`config.mk`:
```
export PLATFORM = sky130hd
export DESIGN_NAME = rate_update_scheduler
export DESIGN_NICKNAME = d
export VERILOG_FILES = /design/src/rtl/rate_update_scheduler.sv
export SDC_FILE = /design/constraint.sdc
export NUM_CORES = 1
export LEC_CHECK = 0
export ABC_AREA = 1
export BUFFER_PORTS_ARGS = -buffer_cell sky130_fd_sc_hd__buf_2
export CORE_AREA = 3 3 73 127
export DETAILED_ROUTE_END_ITERATION = 12
export DIE_AREA = 0 0 76 130
export MAX_ROUTING_LAYER = met4
export PLACE_DENSITY = 0.72
export SLEW_MARGIN = 20
export SYNTH_ARGS = -nofsm -noshare
export SYNTH_HDL_FRONTEND = slang
export SYNTH_SLANG_ARGS = --single-unit
```
`constraint.sdc`:
```
create_clock -name clk_i -period 4 [get_ports clk_i]
set_input_delay 0.8 -clock clk_i [delete_from_list [all_inputs] [get_ports clk_i]]
set_output_delay 0.8 -clock clk_i [all_outputs]
set_load 0.02 [all_outputs]
```
`src/rtl/rate_update_scheduler.sv`:
```
// rate_update_scheduler: arbitrates sw/recovery rate-update requests and commits
// validated half-rates to the rate-tracking datapath, optionally aligned to a
// clock edge. Define RATE_SCHED_ROUND_ROBIN_EN for round-robin arbitration
// (default build: fixed priority, recovery over software).

package clks_alot_p;
   localparam int RATE_COUNTER_WIDTH = 16;
endpackage

module rate_update_scheduler #(
   parameter int W = clks_alot_p::RATE_COUNTER_WIDTH
) (
   input  logic         clk_i,
   input  logic         arst_n_i,
   input  logic         clk_en_i,
   input  logic         sw_req_i,
   input  logic [W-1:0] sw_high_i,
   input  logic [W-1:0] sw_low_i,
   input  logic         rec_req_i,
   input  logic [W-1:0] rec_high_i,
   input  logic [W-1:0] rec_low_i,
   output logic         sw_ack_o,
   output logic         rec_ack_o,
   output logic         err_o,
   input  logic         generation_en_i,
   input  logic         any_valid_edge_i,
   output logic [W-1:0] high_rate_o,
   output logic [W-1:0] low_rate_o,
   output logic         clear_state_o,
   output logic         busy_o,
   output logic         rates_valid_o
);

   typedef enum logic [1:0] {IDLE, WAIT_EDGE, COMMIT} state_t;

   state_t         state_q;
   logic [W-1:0]   sh_high_q, sh_low_q, high_q, low_q;
   logic           gnt_rec_q, sw_ack_q, rec_ack_q, err_q, clear_q, valid_q, init_q;
   logic           any_req, pick_rec, pick_bad;
   logic [W-1:0]   pick_high, pick_low;

`ifdef RATE_SCHED_ROUND_ROBIN_EN
   logic           last_rec_q;
   assign pick_rec = rec_req_i & (~sw_req_i | ~last_rec_q);
`else
   assign pick_rec = rec_req_i;
`endif

   assign any_req   = rec_req_i | sw_req_i;
   assign pick_high = pick_rec ? rec_high_i : sw_high_i;
   assign pick_low  = pick_rec ? rec_low_i  : sw_low_i;
   assign pick_bad  = (pick_high == '0) || (pick_low == '0);

   // Scheduler FSM: grant in IDLE, optional edge wait, then one-cycle commit
   always_ff @(posedge clk_i or negedge arst_n_i) begin
      if (!arst_n_i) begin
         state_q   <= IDLE;
         sh_high_q <= '0;
         sh_low_q  <= '0;
         high_q    <= '0;
         low_q     <= '0;
         gnt_rec_q <= 1'b0;
         sw_ack_q  <= 1'b0;
         rec_ack_q <= 1'b0;
         err_q     <= 1'b0;
         clear_q   <= 1'b0;
         valid_q   <= 1'b0;
         init_q    <= 1'b1;
`ifdef RATE_SCHED_ROUND_ROBIN_EN
         last_rec_q <= 1'b0;
`endif
      end else if (clk_en_i) begin
         sw_ack_q  <= 1'b0;
         rec_ack_q <= 1'b0;
         err_q     <= 1'b0;
         clear_q   <= init_q;
         init_q    <= 1'b0;
         case (state_q)
            IDLE: if (any_req) begin
               gnt_rec_q <= pick_rec;
               sh_high_q <= pick_high;
               sh_low_q  <= pick_low;
`ifdef RATE_SCHED_ROUND_ROBIN_EN
               last_rec_q <= pick_rec;
`endif
               if (pick_bad) begin
                  err_q     <= 1'b1;
                  rec_ack_q <= pick_rec;
                  sw_ack_q  <= ~pick_rec;
               end else begin
                  state_q <= generation_en_i ? WAIT_EDGE : COMMIT;
               end
            end
            WAIT_EDGE: if (any_valid_edge_i || !generation_en_i) state_q <= COMMIT;
            COMMIT: begin
               high_q    <= sh_high_q;
               low_q     <= sh_low_q;
               valid_q   <= 1'b1;
               rec_ack_q <= gnt_rec_q;
               sw_ack_q  <= ~gnt_rec_q;
               clear_q   <= init_q | ~generation_en_i | ~valid_q;
               state_q   <= IDLE;
            end
            default: state_q <= IDLE;
         endcase
      end
   end

   assign sw_ack_o      = sw_ack_q;
   assign rec_ack_o     = rec_ack_q;
   assign err_o         = err_q;
   assign high_rate_o   = high_q;
   assign low_rate_o    = low_q;
   assign clear_state_o = clear_q;
   assign busy_o        = (state_q != IDLE);
   assign rates_valid_o = valid_q;

endmodule

```
==> impl_metrics.py <==
metrics = {
    "timing": {
        "rsz0062_at_grt": "false",
        "tightest_slew_ns": 0.908,
        "hold_viol_final": 0,
        "clock.fmax_ghz": 0.425,
        "setup_slack_ns": 1.65,
        "slew_viol_final": 0,
        "setup_viol": 0,
        "fin_setup_tns_ns": 0,
        "fin_crit_ns": 2.35,
        "period_share": 0.588,
        "clock_skew_ns": 0.00502,
        "slew_headroom": 0.392,
    },
    "worst_hold_path": {
        "hold_depth": 2,
        "worstHoldStart": "init_q",
        "hold_class": "flip-flop to flip-flop",
        "min_to": "init_q",
    },
    "global_route": {
        "grt-ovfl-total": 0,
        "grt_pass1_wl_um": 13300,
        "antenna_found_initial": 0,
        "grt_pass1_vias": 2874,
        "grt_start_max_net_pins": 74,
        "track_usage": 0.180,
    },
    "clock_network": {
        "insertion_delay_ns": 0.33,
        "root_buffer": "clkbuf_16",
        "ctsHtreeMaxLevel": 3,
        "cts_tree": "yes",
        "cts.clk_slew.worst_paths_ns": 0.05,
        "cts_resized": 0,
        "numCtsBuffers": 9,
        "cts_sinks": 73,
        "post_cts_buffers": 0,
        "clk_path_buf_depth": 2,
        "hold_buffers": 0,
    },
    "critical_path": {
        "cpPeakStageDelay_ns": 0.54,
        "path_max_fanout": 45,
        "worstPathCellList": "buf_2 -> nor2_1 -> nor3_4 -> buf_12 -> inv_2 -> nand2_1 -> nand2_1",
        "cpMostUsedCell": "nand2_1",
        "required_ns": 4.22,
        "reg2reg_slack_ns": 2.03,
        "reg2regPathDepth": 4,
        "critPathBufInv": 3,
        "worstSetupPathType": "primary input to flip-flop",
        "cp-end-kind": "flip-flop",
        "r2r-start": "state_q[1]",
        "critical-path-top-delay-family": "buffers and inverters",
        "regToRegEndpoint": "high_rate_o[6]",
        "start_kind": "primary input",
        "cp_data_arrival_time_ns": 2.57,
        "cp_slowest_cell": "buf_2",
    },
    "synthesis": {
        "synth_nets": 479,
        "synth_area_leader_cell": "dfrtp_1",
        "synth_flop_cell": "dfrtp_1",
        "synthMuxAreaShare": 0.0508,
        "synth.top_cells.by_area": "dfrtp_1 (54%), nand2_1 (23%), mux2_2 (5.1%)",
        "synth_compound_area_frac": 0.0658,
        "synth_warnings": 0,
        "synth_cell_type_count": 23,
        "avgSynthCellArea_um2": 8.16,
        "yosys.area_share.simple": 0.270,
        "ys_seq_area_frac": 0.549,
        "synth_edf_count": 0,
        "ys_seq_elements": 73,
        "synthArstFlopShare": 1.00,
        "synth-xor-area-share": 0,
        "synthesis.area_um2": 3330,
        "synth_top_area_share": 0.541,
        "syn_inst": 408,
        "synth_top_family_by_area": "simple AND/OR/NAND/NOR gates",
        "synth_fa_ha_area_frac": 0,
    },
    "finish": {
        "syn_to_final_growth_pct": 25.6,
        "layout.nets": 581,
        "fill_cells": 820,
        "regArea_um2": 1830,
        "multi_input_area_um2": 1290,
        "diodes": 0,
        "stdcell_count": 630,
        "final_area_um2": 4180,
        "layout-drive-gt1-share": 0.276,
    },
    "die": {
        "die_x_um": 76,
        "io_pins": 109,
        "dieHeight_um": 130,
        "rows": 44,
        "core_um2": 8310,
        "design.die.area_um2": 9880,
        "start_util": 0.400,
    },
    "place": {
        "place_hpwl_um": 6090,
        "dp_cells": 614,
        "placedInstanceArea_um2": 3930,
        "place_congestion": 0.866,
        "portBuffers": 108,
        "place_ws_ns": 1.30,
    },
    "power": {
        "ir_drop_uv": 296,
        "total_power_mw": 2.89,
        "total_leakage_power_nw": 2.31,
        "powerDensity_nw_per_um2": 691,
    },
    "route": {
        "wire_per_inst_um": 13.3,
        "drtIter0Drc": 149,
        "vias": 2901,
        "drt_first_pass_iters": 4,
        "wl_um": 8360,
        "viasPerCell": 4.60,
        "route.detailed.drc": 0,
        "ant_nets": 0,
    },
    "outcome": {
        "status": "finished, final reports clean",
    },
    "run": {
        "cap_violations": 0,
    },
}
-- placed cells by master (no fill, tap or decap) --
cell type,count
a31oi_1,1
inv_1,24
nand3_1,2
buf_12,1
nor3_1,1
clkbuf_16,9
buf_2,107
a221oi_1,1
a21oi_1,1
nor3_4,1
nand2_2,3
inv_2,2
nand2_1,200
dfrtp_1,72
nor2_2,1
nor2_1,25
inv_4,1
a22o_1,1
o21ai_1,8
mux2_2,15
clkbuf_1,7
buf_4,1
dfstp_2,1
o21ai_0,30
-- cell families (layout without fill, tap and decap cells) --
| group | after synthesis | after routing |
|---|---|---|
| buffers and inverters | 45 | 152 |
| flip-flops | 73 | 73 |
| AO/OA/AOI/OAI | 42 | 42 |
| multiplexers | 15 | 15 |
| AND/OR/NAND/NOR | 233 | 233 |
-- report_power, final --
part           total (mW)  internal [mW]  switching, mW
combinational       0.986          0.359          0.626
sequential           1.21           1.06          0.147
clock               0.696          0.421          0.274
total                2.89           1.84           1.05
-- worst min-delay path, cell delays in order (launching register included) --
cell and delay [ns]:
dfstp_2 0.36, inv_1 0.06, nor2_1 0.04
-- synth_stat cells, types with 2 or more instances --
master,count
dfrtp_1,72
buf_6,3
nand2_2,2
inv_1,24
nand3_1,2
nand2_1,201
nor2_1,25
o21ai_0,30
inv_2,2
mux2_2,15
clkbuf_1,3
buf_2,10
o21ai_1,8
buf_4,2
-- how the worst max path moves through the flow --
stage	start	endpoint	cells after the start
2_1_floorplan	rec_req_i	state_q[0]	12
3_3_place_gp	rec_req_i	state_q[0]	12
3_5_place_dp	rec_req_i	state_q[1]	12
4_1_cts	rec_req_i	state_q[1]	12
5_1_grt	rec_req_i	state_q[0]	13
6_report	rec_req_i	sh_low_q[5]	7
-- per-layer routing --
metal | vias to the layer above | GRT usage | wire length [µm]
met4 | 0 | 0.0918 | 227
met2 | 76 | 0.319 | 4450
met1 | 1335 | 0.191 | 3320
met3 | 16 | 0.0394 | 365
li1 | 1474 | - | -
met5 | - | - | 0
-- area by class of cell --
type	count	area share
clock buffer	16	0.0602
tap	115	0.0344
timing repair buffer	109	0.135
multi-input combinational	290	0.308
inverter	27	0.0249
sequential	73	0.437
-- through the flow --
step / utilization / hold slack [ns]
2_1_floorplan: - / 0.432
3_5_place_dp: 0.472 / 0.452
3_3_place_gp: 0.472 / 0.440
4_1_cts: 0.503 / 0.461
5_1_grt: 0.503 / 0.487
6_report: 0.503 / 0.463
-- flip-flops by register name, indices dropped and copies added, names as in the netlist --
name           cells
high_rate_o       16
low_rate_o        16
sh_high_q         16
sh_low_q          16
state_q            2
clear_state_o      1
err_o              1
gnt_rec_q          1
init_q             1
rates_valid_o      1
rec_ack_o          1
sw_ack_o           1
No activity file was read; power rests on OpenSTA's default activity.
